$ cat src/rtl/uart_pkg.sv
`default_nettype none
// ============================================================================
// Module      : uart_pkg
// Description : Shared UART transmitter types, word-length codes and defaults
// Revision    : 1.0 - initial release
// ============================================================================
package uart_pkg;

    localparam int c_oversample_default = 16;

    localparam logic [1:0] c_wls_5 = 2'd0;
    localparam logic [1:0] c_wls_6 = 2'd1;
    localparam logic [1:0] c_wls_7 = 2'd2;
    localparam logic [1:0] c_wls_8 = 2'd3;

    typedef enum logic [2:0] {
        ST_IDLE   = 3'd0,
        ST_START  = 3'd1,
        ST_DATA   = 3'd2,
        ST_PARITY = 3'd3,
        ST_STOP   = 3'd4
    } uart_state_e;

    // Mask selecting the data bits that are actually sent for a word length
    function automatic logic [7:0] wls_mask(input logic [1:0] wls);
        logic [7:0] mask;
        case (wls)
            c_wls_5: mask = 8'h1F;
            c_wls_6: mask = 8'h3F;
            c_wls_7: mask = 8'h7F;
            c_wls_8: mask = 8'hFF;
            default: mask = 8'hFF;
        endcase
        return mask;
    endfunction

endpackage
`default_nettype wire

$ cat src/rtl/uart_thr_tx_if.sv
`default_nettype none
// ============================================================================
// Module      : uart_thr_tx_if
// Description : Character write handshake into the transmit holding register
// Revision    : 1.0 - initial release
// ============================================================================
interface uart_thr_tx_if;

    logic [7:0] i_data;
    logic       i_valid;
    logic       o_ready;

    modport master (
        output i_data,
        output i_valid,
        input  o_ready
    );

    modport slave (
        input  i_data,
        input  i_valid,
        output o_ready
    );

endinterface
`default_nettype wire

$ cat src/rtl/uart_baud_gen.sv
`default_nettype none
// ============================================================================
// Module      : uart_baud_gen
// Description : Divisor-driven tick generator with restart and zero-divisor stall
// Revision    : 1.0 - initial release
// ============================================================================
module uart_baud_gen (
    input  wire        i_sys_clk,
    input  wire        i_sys_rst,
    input  wire        i_restart,
    input  wire [15:0] i_divisor,
    output logic       o_tick
);

    logic [15:0] r_presc;
    logic        w_stall;

    assign w_stall = (i_divisor == 16'd0);
    assign o_tick  = !w_stall && (r_presc == (i_divisor - 16'd1));

    always_ff @(posedge i_sys_clk or posedge i_sys_rst) begin
        if (i_sys_rst) begin
            r_presc <= 16'd0;
        end else if (i_restart || o_tick) begin
            r_presc <= 16'd0;
        end else if (!w_stall) begin
            r_presc <= r_presc + 16'd1;
        end
    end

endmodule
`default_nettype wire

$ cat src/rtl/uart_thr_tx.sv
`default_nettype none
// ============================================================================
// Module      : uart_thr_tx
// Description : 16550-style transmitter: holding register, shifter, framing FSM
// Revision    : 1.0 - initial release
// ============================================================================
module uart_thr_tx
    import uart_pkg::*;
#(
    parameter int OVERSAMPLE = c_oversample_default
) (
    input  wire         i_sys_clk,
    input  wire         i_sys_rst,
    uart_thr_tx_if.slave bus,
    input  wire  [15:0] i_divisor,
    input  wire  [1:0]  i_wls,
    input  wire         i_stb,
    input  wire         i_pen,
    input  wire         i_eps,
    input  wire         i_sp,
    input  wire         i_bc,
    output logic        o_tx,
    output logic        o_thre,
    output logic        o_temt
);

    localparam int c_cnt_w = $clog2(2 * OVERSAMPLE);
    localparam logic [c_cnt_w-1:0] c_last_1  = c_cnt_w'(OVERSAMPLE - 1);
    localparam logic [c_cnt_w-1:0] c_last_15 = c_cnt_w'(OVERSAMPLE + OVERSAMPLE / 2 - 1);
    localparam logic [c_cnt_w-1:0] c_last_2  = c_cnt_w'(2 * OVERSAMPLE - 1);

    uart_state_e         r_state;
    logic                r_thr_full;
    logic [7:0]          r_thr_data;
    logic [7:0]          r_shift;
    logic [2:0]          r_bit_idx;
    logic [c_cnt_w-1:0]  r_tick_cnt;
    logic                r_tx;
    logic [15:0]         r_div;
    logic [1:0]          r_wls;
    logic                r_stb;
    logic                r_pen;
    logic                r_par_bit;

    logic                w_tick;
    logic                w_write;
    logic                w_load;
    logic                w_bit_last;
    logic [c_cnt_w-1:0]  w_last_cnt;
    logic [2:0]          w_last_idx;
    logic [7:0]          w_masked;
    logic                w_par_bit;

    uart_baud_gen u_baud_gen (
        .i_sys_clk (i_sys_clk),
        .i_sys_rst (i_sys_rst),
        .i_restart (w_load),
        .i_divisor (r_div),
        .o_tick    (w_tick)
    );

    // Stop length depends on the latched stb/wls: 1, 1.5 or 2 bit periods
    always_comb begin
        w_last_cnt = c_last_1;
        if (r_state == ST_STOP) begin
            if (!r_stb) begin
                w_last_cnt = c_last_1;
            end else if (r_wls == c_wls_5) begin
                w_last_cnt = c_last_15;
            end else begin
                w_last_cnt = c_last_2;
            end
        end
    end

    assign w_bit_last = (r_tick_cnt == w_last_cnt);
    assign w_last_idx = {1'b0, r_wls} + 3'd4;
    assign w_write    = bus.i_valid && !r_thr_full;
    assign w_load     = r_thr_full &&
                        ((r_state == ST_IDLE) ||
                         ((r_state == ST_STOP) && w_tick && w_bit_last));

    assign w_masked  = r_thr_data & wls_mask(i_wls);
    assign w_par_bit = i_sp ? ~i_eps : (i_eps ? ^w_masked : ~^w_masked);

    always_ff @(posedge i_sys_clk or posedge i_sys_rst) begin
        if (i_sys_rst) begin
            r_state    <= ST_IDLE;
            r_thr_full <= 1'b0;
            r_thr_data <= 8'd0;
            r_shift    <= 8'd0;
            r_bit_idx  <= 3'd0;
            r_tick_cnt <= '0;
            r_tx       <= 1'b1;
            r_div      <= 16'd0;
            r_wls      <= 2'd0;
            r_stb      <= 1'b0;
            r_pen      <= 1'b0;
            r_par_bit  <= 1'b0;
        end else begin
            if (w_write) begin
                r_thr_full <= 1'b1;
                r_thr_data <= bus.i_data;
            end else if (w_load) begin
                r_thr_full <= 1'b0;
            end

            if (w_load) begin
                r_state    <= ST_START;
                r_tx       <= 1'b0;
                r_shift    <= r_thr_data;
                r_tick_cnt <= '0;
                r_div      <= i_divisor;
                r_wls      <= i_wls;
                r_stb      <= i_stb;
                r_pen      <= i_pen;
                r_par_bit  <= w_par_bit;
            end else if (w_tick && (r_state != ST_IDLE)) begin
                if (w_bit_last) begin
                    r_tick_cnt <= '0;
                    case (r_state)
                        ST_START: begin
                            r_state   <= ST_DATA;
                            r_tx      <= r_shift[0];
                            r_shift   <= r_shift >> 1;
                            r_bit_idx <= 3'd0;
                        end
                        ST_DATA: begin
                            if (r_bit_idx == w_last_idx) begin
                                if (r_pen) begin
                                    r_state <= ST_PARITY;
                                    r_tx    <= r_par_bit;
                                end else begin
                                    r_state <= ST_STOP;
                                    r_tx    <= 1'b1;
                                end
                            end else begin
                                r_tx      <= r_shift[0];
                                r_shift   <= r_shift >> 1;
                                r_bit_idx <= r_bit_idx + 3'd1;
                            end
                        end
                        ST_PARITY: begin
                            r_state <= ST_STOP;
                            r_tx    <= 1'b1;
                        end
                        ST_STOP: begin
                            r_state <= ST_IDLE;
                            r_tx    <= 1'b1;
                        end
                        default: begin
                            r_state <= ST_IDLE;
                            r_tx    <= 1'b1;
                        end
                    endcase
                end else begin
                    r_tick_cnt <= r_tick_cnt + 1'b1;
                end
            end
        end
    end

    assign o_thre      = !r_thr_full;
    assign bus.o_ready = !r_thr_full;
    assign o_temt      = !r_thr_full && (r_state == ST_IDLE);
    assign o_tx        = r_tx & ~i_bc;

endmodule
`default_nettype wire

$ cat src/flat_wrapper.sv
// flat-port wrapper written by rule: the top's interface ports become plain ports
module uart_thr_tx_flat import uart_pkg::*;
#(
    parameter int OVERSAMPLE = c_oversample_default
)
  (i_sys_clk, i_sys_rst, i_divisor, i_wls, i_stb, i_pen, i_eps, i_sp, i_bc, o_tx, o_thre, o_temt, bus_i_data, bus_i_valid, bus_o_ready);
  uart_thr_tx_if bus_i ();
  input  wire i_sys_clk;
  input  wire i_sys_rst;
  input  wire  [15:0] i_divisor;
  input  wire  [1:0] i_wls;
  input  wire i_stb;
  input  wire i_pen;
  input  wire i_eps;
  input  wire i_sp;
  input  wire i_bc;
  output logic o_tx;
  output logic o_thre;
  output logic o_temt;
  input wire logic [$bits(bus_i.i_data)-1:0] bus_i_data;
  input wire logic [$bits(bus_i.i_valid)-1:0] bus_i_valid;
  output wire logic [$bits(bus_i.o_ready)-1:0] bus_o_ready;
  assign bus_i.i_data = bus_i_data;
  assign bus_i.i_valid = bus_i_valid;
  assign bus_o_ready = bus_i.o_ready;
  uart_thr_tx #(.OVERSAMPLE(OVERSAMPLE)) u_core (.i_sys_clk(i_sys_clk), .i_sys_rst(i_sys_rst), .bus(bus_i), .i_divisor(i_divisor), .i_wls(i_wls), .i_stb(i_stb), .i_pen(i_pen), .i_eps(i_eps), .i_sp(i_sp), .i_bc(i_bc), .o_tx(o_tx), .o_thre(o_thre), .o_temt(o_temt));
endmodule
$ cat config.mk
export PLATFORM = sky130hd
export DESIGN_NAME = uart_thr_tx_flat
export DESIGN_NICKNAME = d
export VERILOG_FILES = /design/src/rtl/uart_pkg.sv /design/src/rtl/uart_thr_tx_if.sv /design/src/rtl/uart_baud_gen.sv /design/src/rtl/uart_thr_tx.sv /design/src/flat_wrapper.sv
export SDC_FILE = /design/constraint.sdc
export NUM_CORES = 1
export LEC_CHECK = 0
export ABC_CLOCK_PERIOD_IN_PS = 8600
export CORE_UTILIZATION = 60
export DETAILED_ROUTE_END_ITERATION = 7
export GPL_TIMING_DRIVEN = 0
export HOLD_SLACK_MARGIN = 0.1
export PLACE_DENSITY = 0.83
export SLEW_MARGIN = 20
export SYNTH_ARGS = -nofsm -noshare
export SYNTH_HDL_FRONTEND = slang
export SYNTH_HIERARCHICAL = 1
export SYNTH_SLANG_ARGS = --single-unit
export TNS_END_PERCENT = 100
$ cat constraint.sdc
create_clock -name i_sys_clk -period 8.6 [get_ports i_sys_clk]
set_input_delay 1.72 -clock i_sys_clk [delete_from_list [all_inputs] [get_ports i_sys_clk]]
set_output_delay 1.72 -clock i_sys_clk [all_outputs]
set_load 0.01 [all_outputs]
**Word-level counts from Yosys, hierarchy flattened**

Cells that the tools add are included.

- Register bits: 66
- Latch bits: 0
- Memory bits (writable): 0
- Memory bits (read-only): 0
- Logic and storage cells: 96
- Memories: 0

- $add $sub $neg: 5
- Multipliers: 0
- Divide/modulo/power cells: 0
- $lt $le $gt $ge: 0
- Equality and inequality tests: 14
- Shift operators: 0
- Muxes and demuxes: 32
- Bitwise logic cells: 5
- Reduce and logical (&&, ||, !) cells: 27

Operators with widths:

| kind | count |
|---|---|
| 16-bit 2-to-1 mux | 2 |
| 8-bit 2-to-1 mux | 4 |
| 8-bit one-hot mux with 4 select lines | 1 |
| 5-bit 2-to-1 mux | 5 |
| 3-bit 2-to-1 mux | 6 |
| 16-bit by 1-bit adder with 16-bit output (second input constant) | 1 |
| 16-bit equality test | 1 |
| 16-bit logical NOT | 1 |
| 8-bit one-hot mux with 2 select lines | 1 |
| 16-bit by 1-bit subtractor with 16-bit output (second input constant) | 1 |
| 1-bit 2-to-1 mux | 9 |
| 3-bit one-hot mux with 3 select lines | 1 |
| 8-bit AND | 1 |
| 2-bit nonzero test | 4 |
| 8-bit XNOR reduction | 1 |
| 8-bit parity | 1 |
| 1-bit logical AND | 7 |
| 3-bit by 2-bit equality test with 1-bit output (second input constant) | 2 |
| 3-bit one-hot mux with 2 select lines | 1 |
| 3-bit nonzero test | 2 |
| 5-bit by 1-bit adder with 5-bit output (second input constant) | 1 |
| 5-bit equality test | 1 |
| 5-bit AND reduction | 1 |
| 2-bit equality test (second input constant) | 2 |
| 21 further kinds | 26 |

**Logic depth before layout (Yosys ltp)**

Gate-level depths: netlist of the first run.

- Depth in word-level cells: 10
- Gate-level depth with buffers: 19
- Depth with buffers taken out: 15

**Hierarchy**

The synthesis of the first run kept the hierarchy.

By module, submodules not included:

| module | instances | cells each | area each (um2) | sequential area each (um2) |
|---|---|---|---|---|
| uart_thr_tx | 1 | 195 | 2482.4 | 1252.5 |
| uart_baud_gen | 1 | 160 | 1460.2 | 400.4 |

**Least setup slack after synthesis of the first run**

Ideal clock, no wire load.

- Kind: register -> register
- From: register u_core.r_div[0]
- To: register u_core.u_baud_gen.r_presc[7]
- Library setup time: 147 ps
- Data arrival time: 4198 ps
- Path slack: 4255 ps
- Stages on the path, launching flop included: 18
- Clock period less this slack: 4345 ps
- Cells stage by stage: dfrtp_1 inv_1 ha_1 buf_2 nor2b_1 nand2b_1 a2111oi_0 and3_4 nand4_4 nor4_4 buf_8 inv_1 or4_1 o21ai_4 buf_6 buf_1 clkbuf_1 nor3_1

- Longest elaborated chain between the ends: 9
- Elaborated cells on any way between the ends: 12

RTL lines:

| what | RTL line | RTL |
|---|---|---|
| start: declaration | uart_thr_tx.sv:39 | `logic [15:0] r_div;` |
| start signal: assignment | uart_thr_tx.sv:113 | `r_div <= i_divisor;` |
| 16-bit by 1-bit subtractor with 16-bit output or 16-bit logical NOT (tied branches) | uart_baud_gen.sv:19, uart_baud_gen.sv:18 |  |
| 16-bit equality test or 1-bit logical NOT (tied branches) | n/a |  |
| 1-bit logical AND (*) | uart_baud_gen.sv:19 | `assign o_tick = !w_stall && (r_presc == (i_divisor - 16'd1));` |
| named net u_core.w_tick | uart_thr_tx.sv:45 | `logic w_tick;` |
| 1-bit logical AND (*) (2 in series) | uart_thr_tx.sv:81 | `((r_state == ST_STOP) && w_tick && w_bit_last));` |
| 1-bit logical OR (*) | uart_thr_tx.sv:80 | `((r_state == ST_IDLE) \|\|` |
| 1-bit logical AND (*) | uart_thr_tx.sv:79 | `assign w_load = r_thr_full &&` |
| named net u_core.w_load | uart_thr_tx.sv:47 | `logic w_load;` |
| 1-bit logical OR (*) | uart_baud_gen.sv:24 | `end else if (i_restart \|\| o_tick) begin` |
| 2-bit by 1-bit != test with 1-bit output (no source line) or 16-bit 2-to-1 mux (tied branches) | n/a |  |
| end signal: assignment | uart_baud_gen.sv:27 | `r_presc <= r_presc + 16'd1;` |
| end: declaration | uart_baud_gen.sv:15 | `logic [15:0] r_presc;` |

Mark *: on every way through the listed nets, which the timed path passes. The rest lies on a longest branch.
A chain may end at the register's enable or synchronous reset.

**Worst setup path in the final report of the first run**

Same ends and word-level chain as after synthesis.

==> impl_metrics.tcl, run 1 <==
set metrics [dict create \
    num_antenna_cells 0 \
    synthCells 355 \
    io_pins 38 \
    synth_edf_count 0 \
    grt_pass1_wl_um 14360 \
    hold_violations 0 \
    endpoint "u_core/u_baud_gen/r_presc[7]$_DFFE_PP0P_" \
    grt_antenna_before_repair 0 \
    synth_area_per_cell_um2 11.11 \
    overflow 0 \
    worstSetupPathType "register to register" \
    grt_max_degree 31 \
    r2r_start "u_core/r_div[0]$_DFFE_PP0P_" \
    slew_headroom_pct 56.66 \
    instances_no_fill 486 \
    first_pass_iters 4 \
    r2r_cells 17 \
    p_per_area_nw_per_um2 326.1 \
    status "complete, no violations" \
    cts_buffers 9 \
    gp_congestion 0.8364 \
    cp_num_cells 17 \
    cts_tree "built" \
    cts_root_buf "clkbuf_8" \
    placed_cells 470 \
    syn2layout_area_growth_pct 16.79 \
    skew_ps 10.69 \
    crit_fanout 11 \
    critPathCaptureType "register" \
    r2r_slack_ps 3360 \
    rsz0062_at_grt "no" \
    ctsHoldBuffers 0 \
    peakVddDrop_mv 0.2218 \
    fin_util_pct 72.51 \
    fp.coreArea_um2 6350 \
    cpMostUsedCell "inv_1" \
    holdCritPathClass "register to register" \
    grtUsageTotal_pct 26.37 \
    cp_slowest_stage_delay_ps 560 \
    clock-sinks 66 \
    die_x_um 83.06 \
    worstSetupStartpoint "u_core/r_div[0]$_DFFE_PP0P_" \
    drtIter0Drc 140 \
    async_flop_share_pct 100.0 \
    worst-path-buf-inv 7 \
    ys_ff_latch 66 \
    cts_setup_buffers 0 \
    path_clk_slew_ps 70 \
    yosys_warnings 6 \
    cp_data_arrival_time_ps 5430 \
    fin_crit_ps 5241 \
    yosys.cell_types.count 70 \
    wl_per_cell_um 17.24 \
    nNetsFinal 442 \
    period_share_pct 60.95 \
    start_kind "register" \
    power_leakage_nw 1.868 \
    worstSkewPairLatency_ps 340 \
    worst_pin_slew_ps 650.0 \
    mostFrequentLayoutCell "dfrtp_1" \
    setup-tns-final_ps 0 \
    crit_family "simple AND/OR/NAND/NOR gates" \
    vias 2936 \
    path_cells "inv_1, ha_1, buf_2, nor2b_1, nand2b_1, a2111oi_0, and3_4, nand4_4, nor4_4, buf_8, inv_1, or4_1, o21ai_4, buf_6, buf_1, clkbuf_1, nor3_1" \
    yosys_most_used_dff "dfrtp_1" \
    regToRegEndpoint "u_core/u_baud_gen/r_presc[7]$_DFFE_PP0P_" \
    slowest_stage "nor4_4" \
    ys_seq_area_share_pct 41.92 \
    grt_pass1_vias 2937 \
    cts_resized 0 \
    synth_area_um2 3943 \
    mostFrequentLayoutCells "65 x dfrtp_1, 37 x clkdlybuf4s50_1, 22 x xor2_1" \
    post-place-ws_ps 3440 \
    finalSetupViolCount 0 \
    rows 29 \
    wl_um 8377 \
    h-tree-depth 3 \
    fin_ws_ps 3359 \
    drive_gt1_share_pct 20.05 \
    maxSlewViolCount 0 \
    dp_hpwl_um 6041 \
    die_h_um 83.06 \
    port_buffers 37 \
    via_per_inst 6.041 \
    synth_nets 393 \
    worstPathRequired_ps 8780 \
    die-area_um2 6899 \
    whs_ps 500.3 \
    drc 0 \
    drv_cap 0 \
    start_util_pct 62.09 \
    detail-route-antenna-nets 0 \
    clockBufferDepth 2 \
    fmax_mhz 190.8 \
]
[power by group]
group	leakage, nW	internal (W)	total [W]	switching (W)
Combinational	0.953	0.000371	0.000713	0.000342
Clock	0.0867	0.000120	0.000231	0.000111
Sequential	0.828	0.000423	0.000557	0.000134
Total	1.87	0.000914	0.00150	0.000587
[final cells by class]
| cell class | instances | area (um2) |
|---|---|---|
| multi-input combinational | 265 | 2147 |
| fill | 485 | 1745 |
| sequential | 66 | 1653 |
| timing repair buffer | 38 | 390.4 |
| clock buffer | 14 | 162.7 |
| buffer | 15 | 108.9 |
| tap | 77 | 96.34 |
| inverter | 9 | 33.78 |
| clock inverter | 2 | 12.51 |
[worst min path at each step]
stage	end	from	slack [ps]	cells after the start
6_report	u_core/r_shift[6]$_DFFE_PP0P_	u_core/r_shift[6]$_DFFE_PP0P_	500	1
3_3_place_gp	u_core/r_shift[3]$_DFFE_PP0P_	u_core/r_shift[3]$_DFFE_PP0P_	470	1
5_1_grt	u_core/r_shift[3]$_DFFE_PP0P_	u_core/r_shift[3]$_DFFE_PP0P_	510	1
2_1_floorplan	u_core/r_shift[1]$_DFFE_PP0P_	u_core/r_shift[1]$_DFFE_PP0P_	460	1
4_1_cts	u_core/r_shift[3]$_DFFE_PP0P_	u_core/r_shift[3]$_DFFE_PP0P_	500	1
3_5_place_dp	u_core/r_shift[2]$_DFFE_PP0P_	u_core/r_shift[2]$_DFFE_PP0P_	480	1
[flip-flops by register name, summed over array words and instances, names as in the netlist]
register	cells
u_core/r_par_bit	1
u_core/r_state	3
u_core/r_wls	2
u_core/r_bit_idx	3
u_core/r_thr_full	1
u_core/r_thr_data	8
u_core/r_tick_cnt	5
u_core/r_pen	1
u_core/u_baud_gen/r_presc	16
u_core/r_shift	8
u_core/r_tx	1
u_core/r_div	16
u_core/r_stb	1
[cells in the mapped netlist, types with 4 or more instances]
library cell	instances	area [um2]
clkbuf_1	4	15.01
xnor2_1	20	175.2
a21oi_1	6	30.03
inv_1	9	33.78
dfrtp_1	65	1627
a22oi_1	7	52.55
nand2b_1	7	43.79
nand3_1	11	55.05
nor3_2	9	90.09
mux2_2	13	146.4
nor2_1	18	67.56
nor3_1	15	75.07
o2bb2ai_1	8	70.07
mux2i_1	5	50.05
buf_6	4	45.04
xor2_1	22	192.7
nor2b_1	5	31.28
o21ai_0	9	45.04
nand4_1	11	68.82
mux2_4	15	225.2
nand2_1	20	75.07
ha_1	4	50.05
[stage by stage]
step	cell area (um2)	power, W
6_report	4604	0.001501
5_1_grt	4604	0.001600
4_1_cts	4604	0.001507
3_5_place_dp	4429	0.001260
3_3_place_gp	4409	0.001235
2_1_floorplan	3943	0.001091
[cell families (layout without fill, tap and decap cells)]
family | Yosys count | in the layout | share of synthesized area [%]
xor+xnor | 44 | 44 | 10.31
compound gates | 58 | 58 | 11.65
flops | 66 | 66 | 41.92
mux | 33 | 33 | 10.70
simple gates | 126 | 126 | 20.53
fa+ha+maj | 4 | 4 | 1.269
buf+inv | 24 | 78 | 3.617
[per-layer routing]
metal	vias up	track usage [%]	share of wire (%)
met4	0	8.777	1.7
met2	83	44.34	51
met3	11	6.163	4.8
met5	-	0	0
li1	1397	-	-
met1	1445	33.58	43
(Power assumes the default switching activity.)
==> run 2: changes to the inputs <==
--- a/config.mk
+++ b/config.mk
@@ -5,12 +5,12 @@
 export SDC_FILE = /design/constraint.sdc
 export NUM_CORES = 1
 export LEC_CHECK = 0
-export ABC_CLOCK_PERIOD_IN_PS = 8600
-export CORE_UTILIZATION = 60
+export ABC_CLOCK_PERIOD_IN_PS = 4960
+export CORE_UTILIZATION = 58
 export DETAILED_ROUTE_END_ITERATION = 7
 export GPL_TIMING_DRIVEN = 0
 export HOLD_SLACK_MARGIN = 0.1
-export PLACE_DENSITY = 0.83
+export PLACE_DENSITY = 0.81
 export SLEW_MARGIN = 20
 export SYNTH_ARGS = -nofsm -noshare
 export SYNTH_HDL_FRONTEND = slang
==> constraint.sdc (replaced) <==
create_clock -name i_sys_clk -period 4.96 [get_ports i_sys_clk]
set_input_delay 0.992 -clock i_sys_clk [delete_from_list [all_inputs] [get_ports i_sys_clk]]
set_output_delay 0.992 -clock i_sys_clk [all_outputs]
set_load 0.01 [all_outputs]
==> run 2 against run 1 <==
- critical path depth grew 1
- fmax grew 16%
- combinational power grew 71%
- final area grew 1.6%
- clock power grew 130%
- sequential share of layout area shrank 0.58 points
- critical path type unchanged
- the run now ends with design-rule violations left
- via count grew 1.3%
- core utilization shrank 0.060 points
- setup slack lost 2900 ps
==> impl_metrics.tcl, run 2 (synthesis gave the netlist of run 1 again) <==
set metrics [dict create \
    worstPathRequired_ps 5210 \
    syn2layout_area_growth_pct 18.69 \
    via_per_inst 6.119 \
    grt_max_degree 32 \
    ctsHoldBuffers 0 \
    status "finished with violations" \
    power_leakage_nw 1.911 \
    drc 2 \
    peakVddDrop_mv 0.3621 \
    reg_top3 "u_core/r_div x16, u_core/u_baud_gen/r_presc x16" \
    start_util_pct 61.04 \
    drv_cap 0 \
    worst_pin_slew_ps 693.9 \
    wl_per_cell_um 17.18 \
    nNetsFinal 442 \
    fill_cells 465 \
    power_frac_clock_pct 19.5 \
    h-tree-depth 3 \
    fin_area_um2 4679 \
    gp_congestion 0.7976 \
    detail-route-antenna-nets 0 \
    io_pins 38 \
    fp.coreArea_um2 6459 \
    grtUsageTotal_pct 25.44 \
    critPathCaptureType "register" \
    num_antenna_cells 0 \
    finalSetupViolCount 0 \
    netSwitchingPower_w 0.001016 \
    multiInputGateArea_um2 2147 \
    cp_data_arrival_time_ps 4770 \
    instances_no_fill 486 \
    worstSetupPathType "register to register" \
    clock-sinks 66 \
    mostFrequentLayoutCells "65 x dfrtp_1, 37 x clkdlybuf4s50_1, 22 x xor2_1" \
    slew_headroom_pct 53.67 \
    rsz0062_at_grt "no" \
    clockBufferDepth 2 \
    cts_tree "built" \
    period_share_pct 90.99 \
    grt_pass1_wl_um 14260 \
    maxSlewViolCount 0 \
    violations "design-rule violations" \
    crit_fanout 17 \
    die_x_um 84.45 \
    p_per_area_nw_per_um2 580.2 \
    pwr-share-comb_pct 45.0 \
    overflow 0 \
    hold_violations 0 \
    placed_cells 470 \
    first_pass_iters 6 \
    p_int_w 0.001699 \
    vias 2974 \
    port_buffers 37 \
    grt_pass1_vias 3069 \
    cts_root_buf "clkbuf_8" \
    mostFrequentLayoutCell "dfrtp_1" \
    register_area_um2 1653 \
    drive_gt1_share_pct 21.27 \
    start_kind "register" \
    path_clk_slew_ps 70 \
    drtIter0Drc 169 \
    die_h_um 84.45 \
    die-area_um2 7131 \
    cts_buffers 9 \
    fmax_mhz 221.6 \
    power_frac_seq_pct 35.6 \
    placed_area_um2 4437 \
    worstSkewPairLatency_ps 340 \
    fin_crit_ps 4513 \
    rows 29 \
    holdCritPathClass "register to register" \
    grt_antenna_before_repair 0 \
    skew_ps 8.653 \
    p_sw_share_pct 37.42 \
    wl_um 8351 \
    dp_hpwl_um 6037 \
]
==> run 2: changes by cell type in the layout (fill, tap and decap cells not counted), sizes merged <==
| cell | delta |
|---|---|
| bufinv | +2 |
| clkbuf | -2 |
==> run 2: path summary, 6_finish.rpt <==
check	from	endpoint	slack (ps)	cells after the start
max in group asynchronous	i_sys_rst	u_core/r_tx$_DFFE_PP1P_	3250	3
min in group asynchronous	i_sys_rst	u_core/u_baud_gen/r_presc[3]$_DFFE_PP0P_	1080	2
worst max-delay path	u_core/r_div[0]$_DFFE_PP0P_	u_core/u_baud_gen/r_presc[15]$_DFFE_PP0P_	450	18
worst min-delay path	u_core/r_shift[2]$_DFFE_PP0P_	u_core/r_shift[2]$_DFFE_PP0P_	500	1
worst min register to register	u_core/r_shift[2]$_DFFE_PP0P_	u_core/r_shift[2]$_DFFE_PP0P_	500	1
worst max register to register	u_core/r_div[0]$_DFFE_PP0P_	u_core/u_baud_gen/r_presc[15]$_DFFE_PP0P_	450	18
==> run 2: cell type report <==
cell class / instances / area share [%]
inverters: 9 / 0.7219
plain buffers: 14 / 2.273
multi-input cells: 265 / 45.88
repair buffers: 39 / 8.663
clock inverters: 4 / 1.551
flip-flops and latches: 66 / 35.32
clock buffers: 12 / 3.529
well taps: 77 / 2.059
==> run 2: metal layers <==
metal  wire length [um]  vias to the layer above  GRT usage, %
li1                   -                     1397             -
met1               3416                     1481         30.24
met2               4422                       81         45.16
met3                345                       15         5.506
met4                167                        0         10.02
met5                  0                        -             0
==> run 2: power by group through the flow <==
stage | clock (W) | combinational (W) | sequential [W]
floorplan | 0 | 0.000992 | 0.000900
global placement | 0 | 0.00117 | 0.000963
detailed placement | 0 | 0.00122 | 0.000970
CTS | 0.000540 | 0.00123 | 0.000963
global route | 0.000557 | 0.00133 | 0.000994
finish | 0.000528 | 0.00122 | 0.000965
==> run 2: stage by stage <==
| stage | util [%] | setup TNS [ps] | hold slack [ps] | total power, W | worst slack [ps] |
|---|---|---|---|---|---|
| 6_report | 72.45 | 0 | 496.3 | 0.002715 | 447.1 |
| 4_1_cts | 72.51 | 0 | 497.5 | 0.002729 | 122.7 |
| 5_1_grt | 72.45 | 0 | 501.3 | 0.002885 | 111.2 |
| 2_1_floorplan | - | 0 | 457.0 | 0.001892 | 615.0 |
| 3_5_place_dp | 68.69 | -1281 | 481.1 | 0.002186 | -174.3 |
| 3_3_place_gp | 68.27 | -66.62 | 474.7 | 0.002134 | -32.53 |
==> run 2: critical path: stages (launching register included) <==
cell and delay, ps:
dfrtp_1 430, inv_1 80, ha_1 130, buf_2 200, nor2b_1 240, nand2b_1 70, a2111oi_0 460, and3_4 280
nand4_4 90, nor4_4 380, buf_8 210, inv_1 80, or4_1 530, o21ai_4 370, buf_6 260, o31a_2 180
nand4_1 120, xor2_1 170, nor3_1 130
==> run 2: what timing repair did <==
action / CTS / global route
gates resized for setup: 1 / 0
gates cloned: 0 / 0
setup buffers: 1 / 0
pin swaps: 1 / 0
setup endpoints to repair: 11 / 11
==> run 3: changes to the inputs <==
--- a/config.mk
+++ b/config.mk
@@ -5,12 +5,12 @@
 export SDC_FILE = /design/constraint.sdc
 export NUM_CORES = 1
 export LEC_CHECK = 0
-export ABC_CLOCK_PERIOD_IN_PS = 4960
-export CORE_UTILIZATION = 58
+export ABC_CLOCK_PERIOD_IN_PS = 5550
+export CORE_UTILIZATION = 60
 export DETAILED_ROUTE_END_ITERATION = 7
 export GPL_TIMING_DRIVEN = 0
 export HOLD_SLACK_MARGIN = 0.1
-export PLACE_DENSITY = 0.81
+export PLACE_DENSITY = 0.83
 export SLEW_MARGIN = 20
 export SYNTH_ARGS = -nofsm -noshare
 export SYNTH_HDL_FRONTEND = slang
==> constraint.sdc (replaced) <==
create_clock -name i_sys_clk -period 5.55 [get_ports i_sys_clk]
set_input_delay 1.11 -clock i_sys_clk [delete_from_list [all_inputs] [get_ports i_sys_clk]]
set_output_delay 1.11 -clock i_sys_clk [all_outputs]
set_load 0.01 [all_outputs]
==> run 3 against run 2 <==
- the run now ends clean
- combinational power down 9%
- critical path type unchanged
- critical endpoint unchanged
- final area shrank 1.6%
- setup slack lost 60 ps
- sequential cell count unchanged
- hold slack better by 4.3 ps
- largest cell class unchanged
- wire length up 0.23%
- via count shrank 1.8%
- total power decreased by 14%
==> impl_metrics.tcl, run 3 (synthesis gave the netlist of run 1 again) <==
set metrics [dict create \
    hold_violations 0 \
    num_antenna_cells 0 \
    crit_fanout 11 \
    critPathCaptureType "register" \
    mostFrequentLayoutCells "65 x dfrtp_1, 37 x clkdlybuf4s50_1, 22 x xor2_1" \
    slew_headroom_pct 59.03 \
    cts_buffers 9 \
    ctsHoldBuffers 0 \
    grt_max_degree 31 \
    setup-tns-final_ps 0 \
    drtIter0Drc 137 \
    cts_resized 0 \
    via_per_inst 6.010 \
    clockBufferDepth 2 \
    drive_gt1_share_pct 20.29 \
    worstPathRequired_ps 5790 \
    status "complete, no violations" \
    syn2layout_area_growth_pct 16.82 \
    maxSlewViolCount 0 \
    die_x_um 83.06 \
    port_buffers 37 \
    holdCritPathClass "register to register" \
    gp_congestion 0.8364 \
    grt_antenna_before_repair 0 \
    worst_pin_slew_ps 613.9 \
    power_leakage_nw 1.872 \
    mostFrequentLayoutCell "dfrtp_1" \
    placed_area_um2 4429 \
    start_kind "register" \
    dp_hpwl_um 6041 \
    wl_um 8370 \
    worstSkewPairLatency_ps 340 \
    nNetsFinal 442 \
    cts_tree "built" \
    skew_ps 10.07 \
    clock-sinks 66 \
    h-tree-depth 3 \
    cts_setup_buffers 0 \
    grtUsageTotal_pct 26.37 \
    whs_ps 500.7 \
    vias 2921 \
    drc 0 \
    reg_top3 "u_core/r_div x16, u_core/u_baud_gen/r_presc x16" \
    wl_per_cell_um 17.22 \
    die-area_um2 6899 \
    fp.coreArea_um2 6350 \
    p_per_area_nw_per_um2 505.7 \
    grt_pass1_wl_um 14360 \
    grt_pass1_vias 2937 \
    start_util_pct 62.09 \
    fmax_mhz 193.7 \
    rows 29 \
    detail-route-antenna-nets 0 \
    worstSetupPathType "register to register" \
    fin_crit_ps 5163 \
    rsz0062_at_grt "no" \
    cts_root_buf "clkbuf_8" \
    cp_data_arrival_time_ps 5400 \
    fin_area_um2 4606 \
    peakVddDrop_mv 0.3439 \
    path_clk_slew_ps 70 \
    io_pins 38 \
    first_pass_iters 4 \
    period_share_pct 93.02 \
    die_h_um 83.06 \
    overflow 0 \
    drv_cap 0 \
    finalSetupViolCount 0 \
]
run 3: changes by cell type in the layout (fill, tap and decap cells not counted), sizes merged:
cell | before | now
bufinv | 2 | 0
clkbuf | 16 | 18
run 3: path summary, 6_finish.rpt:
path	from	endpoint	cells past startpoint	slack, ps
worst max-delay path	u_core/r_div[0]$_DFFE_PP0P_	u_core/u_baud_gen/r_presc[15]$_DFFE_PP0P_	19	390
max in group asynchronous	i_sys_rst	u_core/r_tx$_DFFE_PP1P_	3	3820
worst max register to register	u_core/r_div[0]$_DFFE_PP0P_	u_core/u_baud_gen/r_presc[15]$_DFFE_PP0P_	19	390
worst min register to register	u_core/r_shift[3]$_DFFE_PP0P_	u_core/r_shift[3]$_DFFE_PP0P_	1	500
min in group asynchronous	i_sys_rst	u_core/r_div[13]$_DFFE_PP0P_	2	1140
worst min-delay path	u_core/r_shift[3]$_DFFE_PP0P_	u_core/r_shift[3]$_DFFE_PP0P_	1	500
run 3: routing by layer:
metal  GRT usage (%)  routed length (um)  part of all wire, %  up-vias
met2           44.34                4211                   50       67
li1                -                   -                    -     1395
met5               0                   0                    0        -
met3           6.163                 361                  4.3       18
met4           8.777                 176                  2.1        0
met1           33.58                3621                   43     1441
run 3: final cells by class:
cell class / instances / area [um2]
buffer: 15 / 110.1
clock buffer: 14 / 162.7
clock inverter: 2 / 12.51
fill: 486 / 1744
inverter: 9 / 33.78
multi-input combinational: 265 / 2147
sequential: 66 / 1653
tap: 77 / 96.34
timing repair buffer: 38 / 390.4
run 3: critical path, stage by stage, from the launching register on:
cell and delay, ps:
dfrtp_1 450, inv_1 90, ha_1 150, buf_2 220
nor2b_1 280, nand2b_1 80, a2111oi_0 430, and3_4 280
nand4_4 90, nor4_4 580, buf_8 240, inv_1 70
or4_1 520, o21ai_4 390, buf_6 220, buf_1 330
o31a_2 220, nand4_1 100, xor2_1 150, nor3_1 160
run 3: per-stage QoR:
stage / power, W / utilization, % / setup slack (ps) / std cells
finish: 0.002329 / 72.53 / 387.1 / 486
global placement: 0.001913 / 69.44 / 515.6 / 469
global route: 0.002480 / 72.53 / 79.87 / 486
CTS: 0.002336 / 72.51 / 327.1 / 486
detailed placement: 0.001953 / 69.75 / 390.1 / 470
floorplan: 0.001691 / - / 1205 / 355
run 3: power by group:
part	switching (W)	internal, W	total, W	leakage [nW]
combinational	0.000530	0.000576	0.00111	0.957
sequential	0.000208	0.000655	0.000863	0.828
clock	0.000174	0.000187	0.000360	0.0867
